File: src/rtl/muldiv_unit.sv
// Iterative RV32M multiply/divide unit: one shared 32-step shift-add / restoring
// divide datapath behind a start/busy/done handshake feeding the register file write port.
module muldiv_unit (
    input  logic        clk,
    input  logic        reset,
    input  logic        start,
    input  logic [2:0]  funct3,
    input  logic [31:0] op_a,
    input  logic [31:0] op_b,
    input  logic [4:0]  rd_in,
    output logic        busy,
    output logic        done,
    output logic [31:0] result,
    output logic [4:0]  rd_out,
    output logic        we_out
);

    localparam int unsigned XLEN  = 32;
    localparam int unsigned CNT_W = 5;

    localparam logic [2:0] F_MUL    = 3'b000;
    localparam logic [2:0] F_MULH   = 3'b001;
    localparam logic [2:0] F_MULHSU = 3'b010;
    localparam logic [2:0] F_DIV    = 3'b100;
    localparam logic [2:0] F_REM    = 3'b110;

    typedef enum logic [1:0] {
        S_IDLE = 2'd0,
        S_CALC = 2'd1,
        S_FIX  = 2'd2,
        S_DONE = 2'd3
    } state_t;

    state_t            r_state;
    logic [CNT_W-1:0]  r_count;
    logic [2:0]        r_funct3;
    logic [4:0]        r_rd_lat;
    logic [XLEN-1:0]   r_hi;
    logic [XLEN-1:0]   r_lo;
    logic [XLEN-1:0]   r_opnd;
    logic              r_neg;
    logic              r_busy;
    logic              r_done;
    logic              r_we;
    logic [XLEN-1:0]   r_result;
    logic [4:0]        r_rd_out;

    logic              w_is_div;
    logic              w_a_signed;
    logic              w_b_signed;
    logic              w_a_neg;
    logic              w_b_neg;
    logic [XLEN-1:0]   w_a_mag;
    logic [XLEN-1:0]   w_b_mag;
    logic              w_div_zero;
    logic              w_overflow;
    logic [XLEN-1:0]   w_special_res;
    logic [XLEN:0]     w_mul_sum;
    logic [XLEN:0]     w_div_shift;
    logic [XLEN:0]     w_div_diff;
    logic [XLEN-1:0]   w_next_hi;
    logic [XLEN-1:0]   w_next_lo;
    logic [2*XLEN-1:0] w_prod;
    logic [2*XLEN-1:0] w_prod_fix;
    logic [XLEN-1:0]   w_div_val;
    logic [XLEN-1:0]   w_div_fix;
    logic [XLEN-1:0]   w_fix_res;

    // Request decode: operand signedness, magnitudes and special-case detection
    always_comb begin
        w_is_div   = funct3[2];
        w_a_signed = (funct3 == F_MULH) || (funct3 == F_MULHSU) ||
                     (funct3 == F_DIV)  || (funct3 == F_REM);
        w_b_signed = (funct3 == F_MULH) || (funct3 == F_DIV) || (funct3 == F_REM);
        w_a_neg    = w_a_signed && op_a[XLEN-1];
        w_b_neg    = w_b_signed && op_b[XLEN-1];
        w_a_mag    = w_a_neg ? XLEN'(~op_a + 32'd1) : op_a;
        w_b_mag    = w_b_neg ? XLEN'(~op_b + 32'd1) : op_b;
        w_div_zero = w_is_div && (op_b == '0);
        w_overflow = w_is_div && !funct3[0] &&
                     (op_a == 32'h8000_0000) && (op_b == 32'hFFFF_FFFF);
        w_special_res = '0;
        if (w_div_zero) begin
            w_special_res = funct3[1] ? op_a : 32'hFFFF_FFFF;
        end else if (w_overflow) begin
            w_special_res = funct3[1] ? 32'h0 : 32'h8000_0000;
        end
    end

    // One iteration: shift-add for multiply, restoring subtract for divide
    always_comb begin
        w_mul_sum   = {1'b0, r_hi} + (r_lo[0] ? {1'b0, r_opnd} : {(XLEN+1){1'b0}});
        w_div_shift = {r_hi, r_lo[XLEN-1]};
        w_div_diff  = w_div_shift - {1'b0, r_opnd};
        w_next_hi   = w_mul_sum[XLEN:1];
        w_next_lo   = {w_mul_sum[0], r_lo[XLEN-1:1]};
        if (r_funct3[2]) begin
            w_next_hi = w_div_diff[XLEN] ? w_div_shift[XLEN-1:0] : w_div_diff[XLEN-1:0];
            w_next_lo = {r_lo[XLEN-2:0], ~w_div_diff[XLEN]};
        end
    end

    // Sign correction and output selection for the FIX step
    always_comb begin
        w_prod     = {r_hi, r_lo};
        w_prod_fix = r_neg ? (2*XLEN)'(~w_prod + 64'd1) : w_prod;
        w_div_val  = r_funct3[1] ? r_hi : r_lo;
        w_div_fix  = r_neg ? XLEN'(~w_div_val + 32'd1) : w_div_val;
        if (r_funct3[2]) begin
            w_fix_res = w_div_fix;
        end else if (r_funct3 == F_MUL) begin
            w_fix_res = w_prod_fix[XLEN-1:0];
        end else begin
            w_fix_res = w_prod_fix[2*XLEN-1:XLEN];
        end
    end

    always_ff @(posedge clk) begin
        if (reset) begin
            r_state  <= S_IDLE;
            r_count  <= '0;
            r_funct3 <= '0;
            r_rd_lat <= '0;
            r_hi     <= '0;
            r_lo     <= '0;
            r_opnd   <= '0;
            r_neg    <= 1'b0;
            r_busy   <= 1'b0;
            r_done   <= 1'b0;
            r_we     <= 1'b0;
            r_result <= '0;
            r_rd_out <= '0;
        end else begin
            case (r_state)
                S_IDLE: begin
                    r_done <= 1'b0;
                    r_we   <= 1'b0;
                    r_busy <= 1'b0;
                    if (start) begin
                        r_busy   <= 1'b1;
                        r_funct3 <= funct3;
                        r_rd_lat <= rd_in;
                        // Remainder takes the dividend's sign; everything else the XOR
                        r_neg    <= (w_is_div && funct3[1]) ? w_a_neg : (w_a_neg ^ w_b_neg);
                        if (w_div_zero || w_overflow) begin
                            r_result <= w_special_res;
                            r_rd_out <= rd_in;
                            r_done   <= 1'b1;
                            r_we     <= 1'b1;
                            r_state  <= S_DONE;
                        end else begin
                            r_count  <= '0;
                            r_hi     <= '0;
                            r_lo     <= w_is_div ? w_a_mag : w_b_mag;
                            r_opnd   <= w_is_div ? w_b_mag : w_a_mag;
                            r_state  <= S_CALC;
                        end
                    end
                end
                S_CALC: begin
                    r_hi    <= w_next_hi;
                    r_lo    <= w_next_lo;
                    r_count <= r_count + CNT_W'(1);
                    if (r_count == CNT_W'(XLEN - 1)) begin
                        r_state <= S_FIX;
                    end
                end
                S_FIX: begin
                    r_result <= w_fix_res;
                    r_rd_out <= r_rd_lat;
                    r_done   <= 1'b1;
                    r_we     <= 1'b1;
                    r_state  <= S_DONE;
                end
                S_DONE: begin
                    r_done  <= 1'b0;
                    r_we    <= 1'b0;
                    r_busy  <= 1'b0;
                    r_state <= S_IDLE;
                end
                default: r_state <= S_IDLE;
            endcase
        end
    end

    assign busy   = r_busy;
    assign done   = r_done;
    assign we_out = r_we;
    assign result = r_result;
    assign rd_out = r_rd_out;

endmodule

File: config.mk
export PLATFORM = sky130hd
export DESIGN_NAME = muldiv_unit
export DESIGN_NICKNAME = d
export VERILOG_FILES = /design/src/rtl/muldiv_unit.sv
export SDC_FILE = /design/constraint.sdc
export NUM_CORES = 1
export LEC_CHECK = 0
export CORE_UTILIZATION = 34
export DETAILED_ROUTE_END_ITERATION = 8
export PLACE_DENSITY = 0.61
export SETUP_SLACK_MARGIN = 0.02
export SLEW_MARGIN = 20
export SYNTH_ARGS = -nofsm -noshare
export SYNTH_HDL_FRONTEND = slang
export SYNTH_SLANG_ARGS = --single-unit
File: constraint.sdc
create_clock -name clk -period 5.4 [get_ports clk]
set_clock_uncertainty 0.05 [all_clocks]
set_input_delay 0.81 -clock clk [delete_from_list [all_inputs] [get_ports clk]]
set_output_delay 0.81 -clock clk [all_outputs]
set_load 0.005 [all_outputs]
==> flow_summary_export.csv, run 1 <==
group,metric,value,unit
placed_design,dp_cells,2972,
detailed_routing,drtPass1Iterations,7,
setup_path,cpMaxStageDelayCell,"or4_1",
setup_path,cp.arrival,4870,ps
outcome,status,"finished clean",
cts,postCtsHoldBufs,0,
cells_and_area,diodes,0,
logic_synthesis,synth-simple-area-share,26.5,%
sta,post-route-worst-setup-slack,849,ps
cells_and_area,drive_gt1_share,5.72,%
logic_synthesis,muxShareOfSynthArea,6.65,%
global_route,grt.met2_usage,43.0,%
logic_synthesis,synth-seq-cells,151,
cts,cts-buffers-inserted,17,
setup_path,cp-end-kind,"flop",
setup_path,crit_required,5720,ps
setup_path,path_cells,"inv_1, ha_1, nor3b_1, nand2_1, or4_1, or3_1, o41ai_2, xor2_1, a221o_1, a311oi_1",
detailed_routing,drtIter0Drc,2253,
logic_synthesis,synth_common_cells,"nor2_1, nand2_1, a21oi_1",
cts,cts.sinks,151,
logic_synthesis,synth_top_family_by_area,"compound AO/OA/AOI/OAI gates",
sta,rsz0062_at_grt,"no",
detailed_routing,drc_errors,0,
power,power.total,5.37,mW
cts,clk_latency,470,ps
logic_synthesis,yosysMostFrequentCell,"nor2_1",
global_route,grt_pass1_vias,17200,
sta,fmax,220,MHz
setup_path,max_stage_delay,770,ps
cts,clk_pin_slew,70,ps
sta,hold_viol,0,
global_route,grt_first_pass_wirelength,107000,um
global_route,grt_use_met3,5.40,%
logic_synthesis,synth-edff-count,0,
die,fp.dieH,221,um
cells_and_area,nets,2539,
sta,setup_viol,0,
logic_synthesis,synth_fp_nets,2536,
die,die_x,221,um
setup_path,worst_setup_path_start_kind,"flop",
die,io_pins,115,
cells_and_area,fin_cells,3004,
sta,maxSlewViolCount,0,
global_route,overflow,0,
sta,worst_pin_slew,1050,ps
logic_synthesis,yosysSeqAreaShare,18.5,%
logic_synthesis,yosys_warnings,0,
cts,cts_tree,"done",
logic_synthesis,synthTopCellsByArea,"dfxtp_1, nor2_1, nand2_1, ha_1, mux2i_1",
placed_design,dp_slack,720,ps
logic_synthesis,syn_area,16300,um2
sta,period_share,84.3,%
die,die-area,48800,um2
detailed_routing,via_count,18700,
sta,post-route-min-period,4550,ps
logic_synthesis,synth_xor_area_share,8.65,%
logic_synthesis,synth_top_area_share,18.5,%
cells_and_area,n_fill_cell,4889,
setup_path,critical-path-top-delay-family,"simple AND/OR/NAND/NOR gates",
logic_synthesis,synth_top_area_cell,"dfxtp_1",
global_route,antenna_found_initial,3,
sta,slew_headroom,29.7,%
die,core,47000,um2
logic_synthesis,synthCells,2382,
power,ir_worst_vdd,251,uV
logic_synthesis,synth-compound-area-share,27.2,%
logic_synthesis,synth_fa_ha_area_share,6.15,%
setup_path,crit_type,"flop to flop",
logic_synthesis,avgSynthCellArea,6.85,um2
global_route,grt_max_degree,80,
cts,cts_resized,0,
cts,post-cts-setup-buffers,0,
logic_synthesis,synth-main-ff-cell,"dfxtp_1",
run,drv_cap,0,
placed_design,routabilityCongestion,1.01,
cts,htreeDepth,4,
cells_and_area,syn_to_final_growth,13.9,%
logic_synthesis,synth.distinct_cells,79,
sta,final.setup.tns,0,ps
die,start_util,34.7,%
cts,cts_root_buf,"clkbuf_16",
detailed_routing,via_per_inst,6.24,
min_path,worstHoldPathType,"flop to flop",
placed_design,dp_hpwl,55100,um
setup_path,cp_max_fo,10,
global_route,groute.usage.overall,28.4,%
power,p_per_area,289,nW/um2
detailed_routing,drt_wl_total,71200,um
logic_synthesis,synthArstFlopShare,0,%
setup_path,path_buf_inv,1,
detailed_routing,ant_nets,0,
placed_design,numPortBuffers,114,
cts,clk_path_buf_depth,2,
global_route,use_met1,39.5,%
power,power_leakage,6.75,nW
cells_and_area,utilization,39.5,%
die,rows,79,
global_route,top_usage_layer,"met2",
detailed_routing,wl_per_cell,23.7,um
report_power, final:
part           switching, mW  internal, mW  leakage [nW]
clock                  0.548         0.708         0.279
combinational           1.74         0.926          5.23
sequential             0.216          1.23          1.23
stage by stage:
step | hold WS (ps) | area, um2
global route | 421 | 18600
detailed placement | 398 | 17900
CTS | 405 | 18500
global placement | 388 | 17900
floorplan | 382 | 16300
finish | 402 | 18600
cell usage in the layout (no fill, tap or decap), drive strengths merged, types with 34 or more instances in the layout:
cell	instances
a211oi	65
a21oi	174
buf	66
clkdlybuf4s50	112
dfxtp	151
ha	77
inv	70
mux2i	96
nand2	276
nand3	49
nor2	300
nor3	119
o211ai	34
o21ai	162
xnor2	93
xor2	68
final timing paths:
| kind | start | endpoint | slack, ps | depth (start not counted) |
|---|---|---|---|---|
| worst max register to register | r_lo[0] | result[20] | 850 | 10 |
| worst max-delay path | r_lo[0] | result[20] | 850 | 10 |
| worst min register to register | r_opnd[8] | r_opnd[8] | 400 | 2 |
| worst min-delay path | r_opnd[8] | r_opnd[8] | 400 | 2 |
routing by layer:
| layer | vias to the layer above | routed length, um | share of wire [%] |
|---|---|---|---|
| met5 | - | 43 | 0.060 |
| met4 | 6 | 2860 | 4.0 |
| met3 | 156 | 6450 | 9.1 |
| met2 | 946 | 30300 | 43 |
| met1 | 8974 | 31600 | 44 |
| li1 | 8660 | - | - |
area by class of cell:
type	count	area (um2)	share of cell area, %
repair buffers	178	1630	8.80
flip-flops and latches	151	3030	16.3
multi-input cells	1968	12300	66.2
inverters	69	259	1.40
clock inverters	12	143	0.768
well taps	607	759	4.09
clock buffers	19	453	2.44
tightest hold or removal path: stages, from the launching register on:
cell and delay (ps):
dfxtp_1 310, nand2_1 50, a21oi_1 50
registers in the layout, summed over array words and instances (netlist names):
name / flops
r_state: 2
r_count: 5
we_out: 1
r_rd_lat: 5
r_neg: 1
r_lo: 32
busy: 1
result: 32
r_hi: 32
r_opnd: 32
r_funct3: 3
rd_out: 5
logic make-up after synthesis:
logic type / after synthesis
mux: 107
xor+xnor: 161
flops: 151
compound gates: 687
buf+inv: 263
fa+ha+maj: 79
simple gates: 934
No activity file was read; power rests on OpenSTA's default activity.
==> inputs of run 2 (changes only) <==
==> constraint.sdc (replaced) <==
create_clock -name clk -period 4.7 [get_ports clk]
set_clock_uncertainty 0.05 [all_clocks]
set_input_delay 0.705 -clock clk [delete_from_list [all_inputs] [get_ports clk]]
set_output_delay 0.705 -clock clk [all_outputs]
set_load 0.005 [all_outputs]
==> flow_summary_export.csv, run 2 (synthesis gave the netlist of run 1 again) <==
group,metric,value,unit
sta,setup_viol,0,
setup_path,worst_setup_path_start_kind,"flop",
cells_and_area,fin_cells,3032,
detailed_routing,met1_length,31400,um
cts,cts.sinks,151,
cells_and_area,nets,2565,
setup_path,path_cells,"nor4_1, buf_4, nand4_1, or4_1, or3_1, nand4b_1, mux2i_1, o21ai_0, a21oi_1, a211oi_1",
setup_path,cpMaxStageDelayCell,"or4_1",
cts,clk_pin_slew,70,ps
global_route,antenna_found_initial,2,
sta,slew_headroom,30.2,%
sta,post-route-worst-setup-slack,618,ps
sta,fmax,245,MHz
placed_design,routabilityCongestion,1.02,
cts,cts_tree,"done",
detailed_routing,drt_wl_total,72800,um
die,die-area,48800,um2
cts,cts-buffers-inserted,17,
setup_path,reg2reg_depth,10,
die,fp.dieH,221,um
sta,rsz0062_at_grt,"no",
global_route,grt_pass1_vias,17300,
die,die_x,221,um
min_path,hold-path-endpoint,"r_opnd[15]",
detailed_routing,wl_per_cell,24.0,um
placed_design,dp_cells,2999,
setup_path,cp-end-kind,"flop",
cells_and_area,final_cell_mix,"nor2_1, nand2_1, a21oi_1",
cells_and_area,fin_area,18800,um2
cts,post-cts-setup-buffers,0,
power,power_leakage,6.89,nW
cts,clk_latency,480,ps
die,io_pins,115,
cells_and_area,layout_commonest_cell,"nor2_1",
setup_path,cp.arrival,4410,ps
cts,cts_resized,0,
setup_path,cp_max_fo,7,
outcome,status,"finished clean",
cells_and_area,n_fill_cell,4894,
power,power.total,6.26,mW
setup_path,timing.rr.start,"r_lo[8]",
setup_path,crit_type,"flop to flop",
placed_design,dp_slack,502,ps
sta,maxSlewViolCount,0,
die,core,47000,um2
detailed_routing,dr_wl_met3,6720,um
placed_design,dp_hpwl,56700,um
die,rows,79,
cts,htreeDepth,4,
power,ir_worst_vdd,320,uV
cells_and_area,drive_gt1_share,6.72,%
min_path,hp-start,"r_opnd[15]",
cells_and_area,syn_to_final_growth,15.2,%
sta,final.setup.tns,0,ps
detailed_routing,drtPass1Iterations,6,
cts,cts_root_buf,"clkbuf_16",
setup_path,crit_required,5030,ps
global_route,grt_max_degree,82,
cts,clk_path_buf_depth,2,
detailed_routing,via_count,18800,
global_route,groute.usage.overall,29.0,%
placed_design,numPortBuffers,114,
die,start_util,34.7,%
detailed_routing,ant_nets,0,
global_route,grt_first_pass_wirelength,109000,um
detailed_routing,via_per_inst,6.20,
min_path,min_path_cells,2,
min_path,worstHoldPathType,"flop to flop",
detailed_routing,drc_errors,0,
cts,postCtsHoldBufs,0,
detailed_routing,highest_layer,"met5",
sta,hold_viol,0,
sta,post-route-min-period,4080,ps
sta,period_share,86.8,%
power,p_per_area,333,nW/um2
setup_path,max_stage_delay,710,ps
detailed_routing,wl_met2,31300,um
detailed_routing,drtIter0Drc,2458,
placed_design,placed_area,18200,um2
setup_path,r2r_end,"result[28]",
setup_path,reg2reg_slack,620,ps
sta,worst_pin_slew,1040,ps
global_route,overflow,0,
run,drv_cap,0,
[run 2: cell count changes in the layout (fill, tap and decap cells not counted)]
| cell | previous run | this run |
|---|---|---|
| inv_6 | 3 | 2 |
| clkinv_4 | 3 | 4 |
| buf_4 | 64 | 87 |
| buf_16 | 1 | 0 |
| clkinvlp_4 | 4 | 2 |
| clkinv_2 | 0 | 1 |
| diode_2 | 0 | 1 |
| clkbuf_8 | 2 | 1 |
| clkbuf_1 | 0 | 2 |
| buf_12 | 0 | 4 |
| inv_8 | 0 | 1 |
| nor2_1 | 298 | 297 |
| nor2_2 | 2 | 3 |
[run 2: area by class of cell]
| class | instances | area, um2 | area share (%) |
|---|---|---|---|
| diodes | 1 | 2.50 | 0.0133 |
| clock buffers | 20 | 447 | 2.38 |
| clock inverters | 12 | 144 | 0.766 |
| inverters | 69 | 259 | 1.38 |
| multi-input cells | 1968 | 12300 | 65.4 |
| flip-flops and latches | 151 | 3030 | 16.1 |
| well taps | 607 | 759 | 4.04 |
| repair buffers | 204 | 1860 | 9.89 |
[run 2: per-stage QoR]
stage               hold slack, ps  util, %
floorplan                      382        -
global placement               390     38.8
detailed placement             399     38.8
CTS                            407     40.0
global route                   422     40.0
finish                         405     40.0
[run 2: how the worst max path moves through the flow]
stage,from,to,slack (ps),depth (start not counted)
after detailed placement,op_a[1],r_hi[22],500,12
after CTS,r_lo[8],result[21],710,11
final,r_lo[8],result[28],620,10
after global placement,op_a[1],result[29],510,12
after floorplan,r_funct3[1],result[28],390,16
after global routing,r_lo[0],result[20],500,10
[run 2: metal layers]
metal | vias to the layer above | GRT usage, %
met3 | 183 | 5.18
li1 | 8739 | -
met1 | 8900 | 39.5
met4 | 4 | 13.6
met5 | - | 0
met2 | 986 | 44.3
[run 2: worst max-delay path: cells and delay by family (launching register included)]
| family | cells | cell delay [ps] |
|---|---|---|
| DFF | 1 | 320 |
| muxes | 1 | 170 |
| buffers and inverters | 1 | 250 |
| AOI/OAI and AO/OA | 3 | 810 |
| and+or+nand+nor | 5 | 2390 |
[run 2: report_power, final]
| group | total, mW | internal [mW] | switching [mW] |
|---|---|---|---|
| Combinational | 3.21 | 1.11 | 2.10 |
| Clock | 1.44 | 0.804 | 0.641 |
| Sequential | 1.60 | 1.41 | 0.191 |
| Total | 6.26 | 3.33 | 2.93 |
==> inputs of run 3 (changes only) <==
--- a/config.mk
+++ b/config.mk
@@ -5,6 +5,7 @@
 export SDC_FILE = /design/constraint.sdc
 export NUM_CORES = 1
 export LEC_CHECK = 0
+export CORE_MARGIN = 5
 export CORE_UTILIZATION = 34
 export DETAILED_ROUTE_END_ITERATION = 8
 export PLACE_DENSITY = 0.61
==> flow_summary_export.csv, run 3 (synthesis gave the netlist of run 1 again) <==
group,metric,value,unit
cts,cts_resized,0,
setup_path,timing.rr.start,"r_lo[31]",
min_path,min_path_cells,2,
cells_and_area,syn_to_final_growth,15.7,%
outcome,status,"finished clean",
detailed_routing,drtPass1Iterations,6,
setup_path,reg2reg_slack,630,ps
cts,post-cts-setup-buffers,0,
power,power.total,6.26,mW
cells_and_area,nets,2571,
cells_and_area,diodes,0,
global_route,grt_use_met3,5.49,%
setup_path,cp-end-kind,"flop",
setup_path,r2r_end,"r_hi[31]",
power,p_seq_share,25.6,%
sta,worst_pin_slew,885,ps
sta,hold_viol,0,
detailed_routing,drt_wl_total,74000,um
global_route,overflow,0,
cells_and_area,final_cell_mix,"nor2_1, nand2_1, a21oi_1",
cts,cts.sinks,151,
power,ir_worst_vdd,225,uV
global_route,grt_max_degree,74,
cts,clk_pin_slew,80,ps
global_route,grt_first_pass_wirelength,110000,um
cts,cts_tree,"done",
setup_path,reg2reg_depth,13,
die,core,47500,um2
sta,final.setup.tns,0,ps
min_path,hold-path-endpoint,"r_opnd[10]",
power,pwr-share-comb,51.3,%
global_route,grt.met2_usage,42.2,%
global_route,use_met1,36.3,%
sta,period_share,86.5,%
placed_design,routabilityCongestion,1.04,
power,p_per_area,332,nW/um2
power,power_leakage,6.93,nW
detailed_routing,ant_nets,0,
cts,cts-buffers-inserted,17,
power,p_int,3.31,mW
setup_path,cp.arrival,4360,ps
detailed_routing,drtIter0Drc,2548,
sta,post-route-min-period,4070,ps
die,start_util,34.3,%
die,die-area,52400,um2
sta,setup_viol,0,
die,die_x,229,um
detailed_routing,via_per_inst,6.25,
sta,slew_headroom,40.4,%
power,netSwitchingPower,2.95,mW
setup_path,crit_required,4990,ps
cts,cts_root_buf,"clkbuf_16",
setup_path,worst_setup_path_start_kind,"flop",
detailed_routing,drc_errors,0,
global_route,top_usage_layer,"met2",
detailed_routing,wl_per_cell,24.3,um
power,clock_power_share,23.1,%
cts,postCtsHoldBufs,0,
run,drv_cap,0,
cts,htreeDepth,4,
placed_design,numPortBuffers,114,
die,fp.dieH,229,um
setup_path,crit_type,"flop to flop",
cts,clk_path_buf_depth,2,
sta,fmax,246,MHz
power,p_sw_share,47.1,%
setup_path,cp_max_fo,8,
global_route,groute.usage.overall,26.7,%
cells_and_area,multiInputGateArea,12300,um2
die,rows,80,
cells_and_area,drive_gt1_share,7.00,%
cells_and_area,n_fill_cell,4962,
die,io_pins,115,
cells_and_area,layout_commonest_cell,"nor2_1",
min_path,worstHoldPathType,"flop to flop",
detailed_routing,via_count,19000,
min_path,hp-start,"r_opnd[10]",
cells_and_area,seqCellArea,3030,um2
placed_design,dp_hpwl,58100,um
global_route,grt_pass1_vias,17400,
sta,maxSlewViolCount,0,
cts,clk_latency,470,ps
sta,rsz0062_at_grt,"no",
global_route,antenna_found_initial,3,
-- run 3: area by class of cell --
| type | instances | area share [%] |
|---|---|---|
| flip-flops and latches | 151 | 16.0 |
| multi-input cells | 1968 | 65.2 |
| inverters | 69 | 1.37 |
| clock buffers | 18 | 2.33 |
| well taps | 615 | 4.08 |
| clock inverters | 14 | 0.829 |
| repair buffers | 210 | 10.2 |
-- run 3: through the flow --
stage          cells  setup WS, ps  cell area (um2)  hold WS, ps  utilization, %
3_3_place_gp    3013           533            18300          391            38.4
2_1_floorplan   2382           388            16300          382               -
6_report        3045           634            18900          404            39.7
3_5_place_dp    3013           443            18300          395            38.4
5_1_grt         3045           470            18900          414            39.7
4_1_cts         3045           643            18900          405            39.7
-- run 3: how the worst max path moves through the flow --
| stage | slack (ps) | cells after the start | end | startpoint |
|---|---|---|---|---|
| after floorplan | 390 | 16 | result[28] | r_funct3[1] |
| after global routing | 470 | 13 | r_hi[31] | r_lo[31] |
| final | 630 | 13 | r_hi[31] | r_lo[31] |
| after detailed placement | 440 | 12 | result[30] | op_a[1] |
| after CTS | 640 | 13 | r_hi[31] | r_lo[31] |
| after global placement | 530 | 12 | result[22] | op_a[1] |
-- run 3: per-layer routing --
metal / share of wire [%] / wire length, um
met4: 3.7 / 2740
met2: 45 / 33000
met5: 0.019 / 14
met1: 42 / 31300
met3: 9.4 / 6970
-- run 3: critical path, cell delays in order, from the launching register on --
cell and delay [ps]:
dfxtp_1 360, inv_1 70, ha_1 220, fa_1 400
nand2b_1 200, a21o_1 190, a21o_1 210, a211o_1 370
a211oi_1 470, or3_1 350, nand3_1 270, buf_4 300
a2111oi_0 390, a311oi_1 80
-- run 3: power by group through the flow --
stage / sequential (mW) / combinational, mW / clock [mW]
6_report: 1.60 / 3.22 / 1.45
5_1_grt: 1.61 / 3.45 / 1.51
4_1_cts: 1.59 / 3.13 / 1.46
3_5_place_dp: 1.62 / 3.11 / 0
3_3_place_gp: 1.61 / 3.10 / 0
2_1_floorplan: 1.50 / 2.10 / 0
